File: src/rtl/ball_ctrl_pkg.sv
// Shared state encoding and default playfield/platform geometry for the ball sequencer.
package ball_ctrl_pkg;

    localparam int unsigned SCREEN_W_DEF = 160;
    localparam int unsigned SCREEN_H_DEF = 120;
    localparam int unsigned PLAT_Y_DEF   = 110;
    localparam int unsigned PLAT_W_DEF   = 20;

    typedef enum logic [3:0] {
        ST_SERVE,
        ST_IDLE,
        ST_WAIT,
        ST_CHECK,
        ST_BRICK,
        ST_MOVE,
        ST_SETTLE,
        ST_LOST,
        ST_OVER
    } state_t;

endpackage

File: src/rtl/ball_collide.sv
// Combinational wall/platform/floor decode for one step, using 11-bit unsigned arithmetic.
module ball_collide
    import ball_ctrl_pkg::*;
#(
    parameter int unsigned SCREEN_W  = SCREEN_W_DEF,
    parameter int unsigned SCREEN_H  = SCREEN_H_DEF,
    parameter int unsigned BALL_SIZE = 2,
    parameter int unsigned PLAT_Y    = PLAT_Y_DEF,
    parameter int unsigned PLAT_W    = PLAT_W_DEF
) (
    input  logic [9:0] ball_x,
    input  logic [9:0] ball_y,
    input  logic [9:0] platx,
    input  logic       x_du,
    input  logic       y_du,
    output logic       new_x_du,
    output logic       new_y_du,
    output logic       plat_hit,
    output logic       floor_hit
);

    logic [10:0] bx, by, px, bx_end, by_end;
    logic        top_hit;

    assign bx     = {1'b0, ball_x};
    assign by     = {1'b0, ball_y};
    assign px     = {1'b0, platx};
    assign bx_end = bx + 11'(BALL_SIZE);
    assign by_end = by + 11'(BALL_SIZE);

    always_comb begin
        new_x_du  = x_du;
        new_y_du  = y_du;
        top_hit   = (!y_du) && (by == '0);
        plat_hit  = y_du && (by_end == 11'(PLAT_Y)) &&
                    (bx_end > px) && (bx < px + 11'(PLAT_W));
        floor_hit = y_du && (by_end >= 11'(SCREEN_H));

        if (x_du && (bx_end >= 11'(SCREEN_W)))
            new_x_du = 1'b0;
        else if (!x_du && (bx == '0))
            new_x_du = 1'b1;

        if (top_hit)
            new_y_du = 1'b1;
        else if (plat_hit)
            new_y_du = 1'b0;
    end

endmodule

File: src/rtl/ball_ctrl.sv
// Ball step sequencer: serve/launch, per-tick stepping, collision resolution, brick lookup, lives.
module ball_ctrl
    import ball_ctrl_pkg::*;
#(
    parameter int unsigned SCREEN_W  = SCREEN_W_DEF,
    parameter int unsigned SCREEN_H  = SCREEN_H_DEF,
    parameter int unsigned BALL_SIZE = 2,
    parameter int unsigned PLAT_Y    = PLAT_Y_DEF,
    parameter int unsigned PLAT_W    = PLAT_W_DEF,
    parameter int unsigned STEPS     = 1,
    parameter int unsigned LIVES     = 3
) (
    input  logic       clk,
    input  logic       reset,
    input  logic       frame_tick,
    input  logic       launch,
    input  logic [9:0] ball_x,
    input  logic [9:0] ball_y,
    input  logic [9:0] platx,
    input  logic       brick_ack,
    input  logic       brick_hit,
    output logic       move_en,
    output logic       x_du,
    output logic       y_du,
    output logic       pos_resetn,
    output logic       brick_req,
    output logic [9:0] brick_qx,
    output logic [9:0] brick_qy,
    output logic       brick_clr,
    output logic       plat_col,
    output logic [1:0] lives,
    output logic       game_over
);

    state_t     state, next_state;
    logic [2:0] step_cnt;
    logic       tick_pend;
    logic       new_x_du, new_y_du, plat_hit, floor_hit;
    logic       stepping;

    ball_collide #(
        .SCREEN_W  (SCREEN_W),
        .SCREEN_H  (SCREEN_H),
        .BALL_SIZE (BALL_SIZE),
        .PLAT_Y    (PLAT_Y),
        .PLAT_W    (PLAT_W)
    ) u_collide (
        .ball_x    (ball_x),
        .ball_y    (ball_y),
        .platx     (platx),
        .x_du      (x_du),
        .y_du      (y_du),
        .new_x_du  (new_x_du),
        .new_y_du  (new_y_du),
        .plat_hit  (plat_hit),
        .floor_hit (floor_hit)
    );

    assign stepping = (state == ST_CHECK) || (state == ST_BRICK) ||
                      (state == ST_MOVE)  || (state == ST_SETTLE);

    always_ff @(posedge clk) begin
        if (reset) begin
            state     <= ST_SERVE;
            x_du      <= 1'b1;
            y_du      <= 1'b0;
            step_cnt  <= '0;
            tick_pend <= 1'b0;
            lives     <= 2'(LIVES);
            brick_qx  <= '0;
            brick_qy  <= '0;
        end else begin
            state <= next_state;

            if (state == ST_WAIT)
                tick_pend <= 1'b0;
            else if (frame_tick && stepping)
                tick_pend <= 1'b1;

            case (state)
                ST_SERVE: begin
                    x_du <= 1'b1;
                    y_du <= 1'b0;
                end
                ST_WAIT: begin
                    if (frame_tick || tick_pend)
                        step_cnt <= 3'(STEPS);
                end
                ST_CHECK: begin
                    if (!floor_hit) begin
                        x_du     <= new_x_du;
                        y_du     <= new_y_du;
                        brick_qx <= new_x_du ? ball_x + 10'd1 : ball_x - 10'd1;
                        brick_qy <= new_y_du ? ball_y + 10'd1 : ball_y - 10'd1;
                    end
                end
                ST_BRICK: begin
                    if (brick_ack && brick_hit)
                        y_du <= ~y_du;
                end
                ST_MOVE:  step_cnt <= step_cnt - 3'd1;
                ST_LOST:  lives    <= lives - 2'd1;
                default: ;
            endcase
        end
    end

    always_comb begin
        next_state = state;
        move_en    = 1'b0;
        brick_req  = 1'b0;
        brick_clr  = 1'b0;
        plat_col   = 1'b0;
        pos_resetn = 1'b1;
        game_over  = 1'b0;

        case (state)
            ST_SERVE: begin
                pos_resetn = 1'b0;
                next_state = ST_IDLE;
            end
            ST_IDLE: begin
                if (launch)
                    next_state = ST_WAIT;
            end
            ST_WAIT: begin
                if (frame_tick || tick_pend)
                    next_state = ST_CHECK;
            end
            ST_CHECK: begin
                if (floor_hit)
                    next_state = ST_LOST;
                else if (new_y_du != y_du) begin
                    plat_col   = plat_hit;
                    next_state = ST_MOVE;
                end else
                    next_state = ST_BRICK;
            end
            ST_BRICK: begin
                brick_req = 1'b1;
                if (brick_ack) begin
                    brick_clr  = brick_hit;
                    next_state = ST_MOVE;
                end
            end
            ST_MOVE: begin
                move_en    = 1'b1;
                next_state = (step_cnt <= 3'd1) ? ST_WAIT : ST_SETTLE;
            end
            // ball_pos only reflects move_en one edge later, so re-check after a spare cycle
            ST_SETTLE: next_state = ST_CHECK;
            ST_LOST: begin
                next_state = (lives <= 2'd1) ? ST_OVER : ST_SERVE;
            end
            ST_OVER: game_over = 1'b1;
            default: next_state = ST_SERVE;
        endcase
    end

endmodule

File: config.mk
export PLATFORM = sky130hd
export DESIGN_NAME = ball_ctrl
export DESIGN_NICKNAME = d
export VERILOG_FILES = /design/src/rtl/ball_ctrl_pkg.sv /design/src/rtl/ball_collide.sv /design/src/rtl/ball_ctrl.sv
export SDC_FILE = /design/constraint.sdc
export NUM_CORES = 1
export LEC_CHECK = 0
export CAP_MARGIN = 10
export CORE_UTILIZATION = 35
export CTS_CLUSTER_DIAMETER = 30
export CTS_CLUSTER_SIZE = 8
export DETAILED_ROUTE_END_ITERATION = 12
export PLACE_DENSITY_LB_ADDON = 0.2
export SLEW_MARGIN = 0
export SYNTH_ARGS = -nofsm -noshare
export SYNTH_HDL_FRONTEND = slang
export SYNTH_HIERARCHICAL = 1
export SYNTH_SLANG_ARGS = --single-unit
File: constraint.sdc
create_clock -name clk -period 8.8 [get_ports clk]
set_input_delay 2.2 -clock clk [delete_from_list [all_inputs] [get_ports clk]]
set_output_delay 2.2 -clock clk [all_outputs]
set_load 0.01 [all_outputs]
### After elaboration in Yosys (flattened, before gate mapping)

Index checks and enable logic that the tools add are counted.

| storage, ports and cells | value |
|---|---|
| output and inout bits | 30 |
| flip-flop bits (word level) | 32 |

| cells by class | value |
|---|---|
| reductions and logical operators | 27 |
| multiplexer cells | 30 |
| equality and inequality tests | 15 |
| bitwise gates (word level) | 3 |
| $lt $le $gt $ge | 6 |
| $add $sub $neg | 9 |

Operators by type and width:

| kind | count |
|---|---|
| $pmux W4 S9 | 1 |
| $add A10 B2 Y11 const B | 2 |
| $logic_not A11 Y1 | 2 |
| $add A10 B1 Y10 const B | 2 |
| $mux W10 | 2 |
| $sub A10 B1 Y10 const B | 2 |
| $mux W1 | 17 |
| $eq A4 B3 Y1 const B | 4 |
| $mux W4 | 4 |
| $add A10 B5 Y11 const B | 1 |
| $eq A11 B7 Y1 const B | 1 |
| $ge A11 B7 Y1 const B | 1 |
| $ge A11 B8 Y1 const B | 1 |
| $gt A11 B10 Y1 | 1 |
| $lt A10 B11 Y1 | 1 |
| $logic_and A1 B1 Y1 | 9 |
| $eq A4 B2 Y1 const B | 2 |
| $mux W3 | 2 |
| $ne A2 B2 Y1 const B | 3 |
| $pmux W3 S2 | 1 |
| $reduce_and A2 Y1 | 3 |
| $eq A4 B1 Y1 const B | 1 |
| $eq A4 B4 Y1 const B | 1 |
| $logic_not A4 Y1 | 1 |
| other kinds (17) | 25 |

### Depth between registers and ports, before layout

Gate-level depths: netlist of the first run.

| depth | value |
|---|---|
| word-level depth | 11 |
| depth in mapped cells | 17 |
| mapped depth without buffers | 17 |

### Hierarchy

Netlist of the first run, hierarchy kept.

By module, submodules not included:

| module | area each (um^2) | instances | cells an instance |
|---|---|---|---|
| ball_ctrl | 2145.8 | 1 | 273 |
| ball_collide | 988.4 | 1 | 140 |

### Worst setup path after synthesis of the first run

Ideal clock, no wire load.

| timing | value |
|---|---|
| kind | input port to output port |
| from | input ball_x[1] |
| to | output plat_col |
| path slack | 2.042 ns |
| stages on the path | 12 |
| path buffers | 0 |
| data arrival time | 4.558 ns |
| required time | 6.600 ns |
| cells stage by stage | ha_1 and4_2 nand2_1 xnor2_1 ha_1 nand4_1 or2_1 o311a_2 o311ai_1 o22a_1 xor2_1 and3_1 |

| between the ends | value |
|---|---|
| cells in the longest elaborated chain, start to end | 10 |
| elaborated cells between the ends (all ways) | 11 |

Ends and longest elaborated chain:

| element | line | RTL |
|---|---|---|
| start, declared | ball_ctrl.sv:17 | `input logic [9:0] ball_x,` |
| $add A10 B2 Y11 | ball_collide.sv:28 | `assign bx_end = bx + 11'(BALL_SIZE);` |
| $gt A11 B10 Y1 | ball_collide.sv:36 | `(bx_end > px) && (bx < px + 11'(PLAT_W));` |
| $logic_and A1 B1 Y1 | ball_collide.sv:35 | `plat_hit = y_du && (by_end == 11'(PLAT_Y)) &&` |
| $logic_and A1 B1 Y1 (*) | ball_collide.sv:36 |  |
| $mux W1 (*) | ball_collide.sv:46 | `else if (plat_hit)` |
| $mux W1 (*) | ball_collide.sv:44 | `if (top_hit)` |
| named net new_y_du | ball_ctrl.sv:38 | `logic new_x_du, new_y_du, plat_hit, floor_hit;` |
| $ne A1 B1 Y1 (*) | ball_ctrl.sv:133 | `else if (new_y_du != y_du) begin` |
| $mux W1 (*) | ball_ctrl.sv:133 |  |
| $mux W1 (*) | ball_ctrl.sv:131 | `if (floor_hit)` |
| $mux W1 (*) | ball_ctrl.sv:117 | `case (state)` |
| end, declared | ball_ctrl.sv:30 | `output logic plat_col,` |

Mark *: on every way through the listed nets, which the timed path passes. The rest lies on a longest branch.

### Final worst setup path of the first run

Same ends and word-level chain as after synthesis.

==> impl_metrics.py, run 1 <==
metrics = {
    "die": {
        "core-area_um2": 8678,
        "die_area_um2": 9337,
        "die_w_um": 96.63,
        "rows": 34,
        "boundaryPins": 66,
        "start_util": 0.3612,
        "die_h_um": 96.63,
    },
    "yosys": {
        "synth_top_area_cell": "dfxtp_1",
        "yosys_most_used_dff": "dfxtp_1",
        "syn_nets": 491,
        "yosysWarnings": 6,
        "synth_seq_cells": 32,
        "ys_types": 60,
        "yosysTopAreaCellShare": 0.2044,
        "synth_most_common_cell": "ha_1",
        "synth_top_cells_by_count": "ha_1 (40), a21oi_1 (35), nand2_1 (33), nor2_1 (33), dfxtp_1 (32)",
        "syn_area_um2": 3134,
        "ys_seq_area_frac": 0.2044,
        "async_flop_share": 0,
        "syn-instance-count": 413,
        "synth_edf_count": 0,
        "avgSynthCellArea_um2": 7.589,
        "synth.area.top_cells": "dfxtp_1 (20%), ha_1 (16%), a21oi_1 (5.6%)",
    },
    "final_layout": {
        "drive_above_1_share": 0.04632,
        "area_growth_pct": 27.66,
        "nets": 552,
        "diodes": 0,
        "fin_util": 0.4611,
    },
    "setup_path": {
        "cp_cell_sequence": "clkdlybuf4s50_1 > ha_1 > and4_2 > nand2_1 > xnor2_1 > ha_1 > nand4_1 > or2_1 > o311a_2 > o311ai_1 > o22a_1 > xor2_1 > and3_1 > clkdlybuf4s50_1",
        "r2r_start": "y_du$_SDFFE_PP0P_",
        "cp_num_buf_inv": 2,
        "critPathSlowestCell": "clkdlybuf4s50_1",
        "ff2ff_path_depth": 11,
        "critPathCaptureType": "output port",
        "crit_path_max_fanout": 8,
        "arrival_ns": 6.03,
        "reg2reg_to": "brick_qy[9]$_SDFFE_PP0P_",
        "reg2reg_slack_ns": 5.87,
        "crit_cells": 14,
        "crit_type": "in -> out",
        "required_ns": 6.60,
        "cp_top_family": "buffers and inverters",
        "crit_end": "plat_col",
        "max_stage_delay_ns": 0.65,
        "cp-startpoint": "ball_x[1]",
        "critPathLaunchType": "input port",
    },
    "global_route": {
        "grt_first_pass_wirelength_um": 14530,
        "grt_pass1_vias": 3137,
        "antenna_found_initial": 0,
        "grt_overflow": 0,
        "grt_start_max_net_pins": 32,
        "grtUsageTotal": 0.1869,
    },
    "routing": {
        "drtAntennaViolNets": 0,
        "avgRoutedWirePerCell_um": 14.89,
        "drt_first_iter_violations": 84,
        "drtPass1Iterations": 4,
        "drt_wl_total_um": 8682,
        "via_count": 3195,
        "drc": 0,
        "drt-vias-per-instance": 5.480,
    },
    "timing": {
        "max_freq_mhz": 121.5,
        "grt_setup_unrepaired": "no",
        "finalSetupTns_ns": 0,
        "clock_skew_ns": 0.01082,
        "finalHoldViolCount": 0,
        "period_needed_ns": 8.229,
        "period_share": 0.9351,
        "tightestPinTransition_ns": 0.5316,
        "whs_ns": 0.4602,
        "maxSlewHeadroom": 0.6406,
        "setup_viol": 0,
        "drv_slew": 0,
    },
    "flow_run": {
        "maxCapViolations": 0,
    },
    "power": {
        "p_total_w": 0.0005024,
        "p_leak_nw": 1.551,
        "vdd_ir_drop_max_mv": 0.06071,
        "powerDensity_nw_per_um2": 125.6,
    },
    "clock_tree": {
        "cts_setup_buffers": 0,
        "cts_hold_buf": 0,
        "path_clk_slew_ns": 0.08,
        "cts_made_buffers": 5,
        "cts-htree-levels": 2,
        "cts-root-buf": "clkbuf_8",
        "cts_tree": "done",
        "insertion_delay_ns": 0.29,
        "cts_buffer_depth": 2,
        "post_cts_resized": 0,
        "clock-sinks": 32,
    },
    "placed_design": {
        "io_buffers": 65,
        "gp_congestion": 0.8795,
        "hpwl_um": 6777,
    },
    "min_path": {
        "hp-class": "reg -> reg",
    },
    "status": {
        "outcome": "finished clean",
    },
}
[power breakdown]
part	switching (W)	leakage, nW	total [W]	internal (W)
sequential	0.0000122	0.259	0.000167	0.000155
combinational	0.0000946	1.23	0.000176	0.0000810
clock	0.0000595	0.0645	0.000160	0.000100
[routing by layer]
| layer | track usage | up-vias | part of all wire |
|---|---|---|---|
| li1 | - | 1638 | - |
| met1 | 0.2277 | 1473 | 0.45 |
| met2 | 0.3245 | 71 | 0.48 |
| met3 | 0.04408 | 13 | 0.049 |
| met4 | 0.05626 | 0 | 0.017 |
| met5 | 0 | - | 0 |
[cells in the final DEF, fill, tap and decap left out, drive strengths merged, types with 4 or more instances in the layout]
cell	n
clkdlybuf4s50	65
ha	40
a21oi	35
nor2	34
nand2	33
dfxtp	32
inv	28
nand3	21
nor3	20
o21ai	18
xnor2	17
nand4	10
xor2	8
a211oi	8
and3	7
clkbuf	7
or2	6
nand2b	5
a21o	5
or4	5
o211ai	5
or3	5
nor4	4
and2	4
a31oi	4
o311ai	4
[kinds of logic after synthesis]
family,share of synthesized area
mux,0.006387
compound gates,0.2128
fa+ha+maj,0.1725
xor+xnor,0.06986
buf+inv,0.05668
flops,0.2044
simple gates,0.2774
[flip-flops by register name (all words and copies together), names as in the netlist]
register / cells
lives: 2
state: 4
y_du: 1
brick_qx: 10
x_du: 1
tick_pend: 1
step_cnt: 3
brick_qy: 10
[stage by stage]
stage	cells	instance area, µm²	setup slack (ns)
after global routing	583	4001	0.3460
final	583	4001	0.5709
after global placement	575	3875	0.6597
after floorplan	413	3134	2.042
after detailed placement	575	3875	0.5807
after CTS	583	4001	0.5568
[layout make-up]
cell class	instances	area, µm²
fill	891	4677
tap	108	135.1
sequential	32	640.6
clock inverter	1	30.03
inverter	28	105.1
clock buffer	7	96.34
timing repair buffer	68	673.1
multi-input combinational	339	2321
[worst reg2reg max path, cell delays in order, from the launching register on]
cell and delay (ns):
dfxtp_1 0.47, nand4_1 0.16, a21oi_1 0.16, o311ai_1 0.12, o22a_1 0.28, inv_1 0.27
ha_1 0.34, a21o_1 0.21, a22o_1 0.23, a31oi_1 0.32, o21a_1 0.16, o211ai_1 0.09
[how the worst min path moves through the flow]
stage | startpoint | end | cells past startpoint | slack, ns
floorplan | step_cnt[0]$_SDFFE_PP0P_ | step_cnt[0]$_SDFFE_PP0P_ | 1 | 0.44
global placement | brick_qy[3]$_SDFFE_PP0P_ | brick_qy[3]$_SDFFE_PP0P_ | 2 | 0.45
detailed placement | brick_qy[3]$_SDFFE_PP0P_ | brick_qy[3]$_SDFFE_PP0P_ | 2 | 0.45
CTS | brick_qy[3]$_SDFFE_PP0P_ | brick_qy[3]$_SDFFE_PP0P_ | 2 | 0.46
global route | brick_qy[3]$_SDFFE_PP0P_ | brick_qy[3]$_SDFFE_PP0P_ | 2 | 0.47
finish | brick_qy[3]$_SDFFE_PP0P_ | brick_qy[3]$_SDFFE_PP0P_ | 2 | 0.46
Power figures use the tool's default switching activity.
==> run 2, diff against run 1 <==
--- a/config.mk
+++ b/config.mk
@@ -6,7 +6,8 @@
 export NUM_CORES = 1
 export LEC_CHECK = 0
 export CAP_MARGIN = 10
-export CORE_UTILIZATION = 35
+export CORE_UTILIZATION = 58
+export CTS_BUF_LIST = sky130_fd_sc_hd__clkbuf_4 sky130_fd_sc_hd__clkbuf_8
 export CTS_CLUSTER_DIAMETER = 30
 export CTS_CLUSTER_SIZE = 8
 export DETAILED_ROUTE_END_ITERATION = 12
==> impl_metrics.py, run 2 (synthesized netlist as in run 1, its figures left out) <==
metrics = {
    "routing": {
        "avgRoutedWirePerCell_um": 15.61,
        "drt_wl_total_um": 8492,
        "drtAntennaViolNets": 0,
        "drtPass1Iterations": 5,
        "drc": 0,
        "drt-vias-per-instance": 6.158,
        "via_count": 3350,
        "drt_first_iter_violations": 216,
    },
    "placed_design": {
        "dpl_cell_area_um2": 3820,
        "gp_congestion": 0.8969,
        "io_buffers": 65,
        "hpwl_um": 6431,
    },
    "power": {
        "seqPwrFrac": 0.356,
        "combPwrFrac": 0.377,
        "intPower_w": 0.0003029,
        "switching_share": 0.3541,
        "p_leak_nw": 1.529,
        "switchingPower_w": 0.0001661,
        "vdd_ir_drop_max_mv": 0.09456,
        "powerDensity_nw_per_um2": 119.7,
        "p_clk_frac": 0.267,
    },
    "global_route": {
        "grt_most_used_layer": "met2",
        "grt_overflow": 0,
        "grt_first_pass_wirelength_um": 13540,
        "met2_usage": 0.5655,
        "use_met3": 0.05291,
        "grt_pass1_vias": 3097,
        "met1_usage": 0.3609,
        "grtUsageTotal": 0.3111,
        "grt_start_max_net_pins": 32,
        "antenna_found_initial": 0,
    },
    "die": {
        "core-area_um2": 5140,
        "rows": 26,
        "die_w_um": 75.51,
        "start_util": 0.6098,
        "die_h_um": 75.51,
        "boundaryPins": 66,
        "die_area_um2": 5702,
    },
    "clock_tree": {
        "cts_made_buffers": 5,
        "insertion_delay_ns": 0.29,
        "cts_buffer_depth": 2,
        "clock-sinks": 32,
        "path_clk_slew_ns": 0.07,
        "cts-root-buf": "clkbuf_8",
        "cts-htree-levels": 2,
        "cts_hold_buf": 0,
        "cts_setup_buffers": 0,
        "cts_tree": "done",
        "post_cts_resized": 0,
    },
    "final_layout": {
        "diodes": 0,
        "drive_above_1_share": 0.04430,
        "top_regs": "brick_qx x10, brick_qy x10, state x4",
        "design_area_um2": 3918,
        "area_growth_pct": 24.99,
        "fin_util": 0.7622,
        "final_cell_mix": "clkdlybuf4s50_1 (65), ha_1 (40), a21oi_1 (35)",
        "layout_commonest_cell": "clkdlybuf4s50_1",
        "nets": 551,
    },
    "setup_path": {
        "critPathLaunchType": "input port",
        "ff2ff_path_depth": 9,
        "reg2reg_slack_ns": 5.42,
        "critPathSlowestCell": "clkdlybuf4s50_1",
        "max_stage_delay_ns": 0.64,
        "cp_top_family": "buffers and inverters",
        "arrival_ns": 6.02,
        "crit_type": "in -> out",
        "crit_path_max_fanout": 8,
        "cp_num_buf_inv": 2,
        "crit_cells": 14,
        "required_ns": 6.60,
        "critPathCaptureType": "output port",
        "cp_cell_sequence": "clkdlybuf4s50_1 > ha_1 > and4_2 > nand2_1 > xnor2_1 > ha_1 > nand4_1 > or2_1 > o311a_2 > o311ai_1 > o22a_1 > xor2_1 > and3_1 > clkdlybuf4s50_1",
    },
    "timing": {
        "drv_slew": 0,
        "tightestPinTransition_ns": 0.9343,
        "clock_skew_ns": 0.006797,
        "period_needed_ns": 8.220,
        "grt_setup_unrepaired": "no",
        "finalHoldViolCount": 0,
        "period_share": 0.9341,
        "finalSetupTns_ns": 0,
        "setup_viol": 0,
        "maxSlewHeadroom": 0.3690,
        "max_freq_mhz": 121.7,
    },
    "status": {
        "outcome": "finished clean",
    },
    "flow_run": {
        "maxCapViolations": 0,
    },
    "min_path": {
        "worstHoldPathCells": 2,
        "hp-class": "reg -> reg",
    },
}
-- run 2: changes by cell type in the layout (fill, tap and decap cells not counted), sizes merged --
cell      previous run  this run
bufinv               1         0
clkinvlp             0         1
buf                  3         2
-- run 2: final timing paths --
check                           startpoint                  endpoint
setup / recovery                 ball_x[1]                  plat_col
hold / removal    brick_qy[1]$_SDFFE_PP0P_  brick_qy[1]$_SDFFE_PP0P_
setup reg to reg         x_du$_SDFFE_PP1P_  brick_qx[7]$_SDFFE_PP0P_
hold reg to reg   brick_qy[1]$_SDFFE_PP0P_  brick_qy[1]$_SDFFE_PP0P_
-- run 2: worst reg2reg max path: stages, from the launching register on --
cell     delay [ns]
dfxtp_1        0.44
inv_1          0.07
o41ai_1        0.85
inv_1          0.38
ha_1           0.39
a21o_1         0.17
nand4_1        0.15
and2_1         0.23
or4_1          0.47
a31oi_1        0.16
-- run 2: power groups by stage --
stage	clock (W)	combinational (W)	sequential (W)
floorplan	0	0.000111	0.000167
global placement	0	0.000169	0.000169
detailed placement	0	0.000173	0.000170
global route	0.000132	0.000196	0.000168
finish	0.000125	0.000177	0.000167
CTS	0.000126	0.000175	0.000167
-- run 2: per-layer routing --
| layer | part of all wire | vias up | wire length [µm] |
|---|---|---|---|
| met1 | 0.42 | 1569 | 3600 |
| met3 | 0.049 | 22 | 415 |
| met5 | 0 | - | 0 |
| met2 | 0.50 | 120 | 4262 |
| met4 | 0.025 | 0 | 214 |
| li1 | - | 1639 | - |
-- run 2: layout make-up --
cell class                      count  area (µm²)
Tap cell                           70       87.58
Inverter                           28       105.1
Multi-Input combinational cell    339        2321
Sequential cell                    32       640.6
Timing Repair Buffer               67       665.6
Fill cell                         438        1222
Clock inverter                      1       7.507
Clock buffer                        7       90.09
-- run 2: metrics by stage --
stage                     hold WS (ns)  cells  total power (W)  setup slack (ns)
after floorplan                 0.4430    413        0.0002775             2.042
after global placement          0.4428    536        0.0003389            0.6966
after detailed placement        0.4490    536        0.0003430            0.6256
after CTS                       0.4612    544        0.0004675            0.6206
after global routing            0.4885    544        0.0004960            0.4186
final                           0.4603    544        0.0004690            0.5801
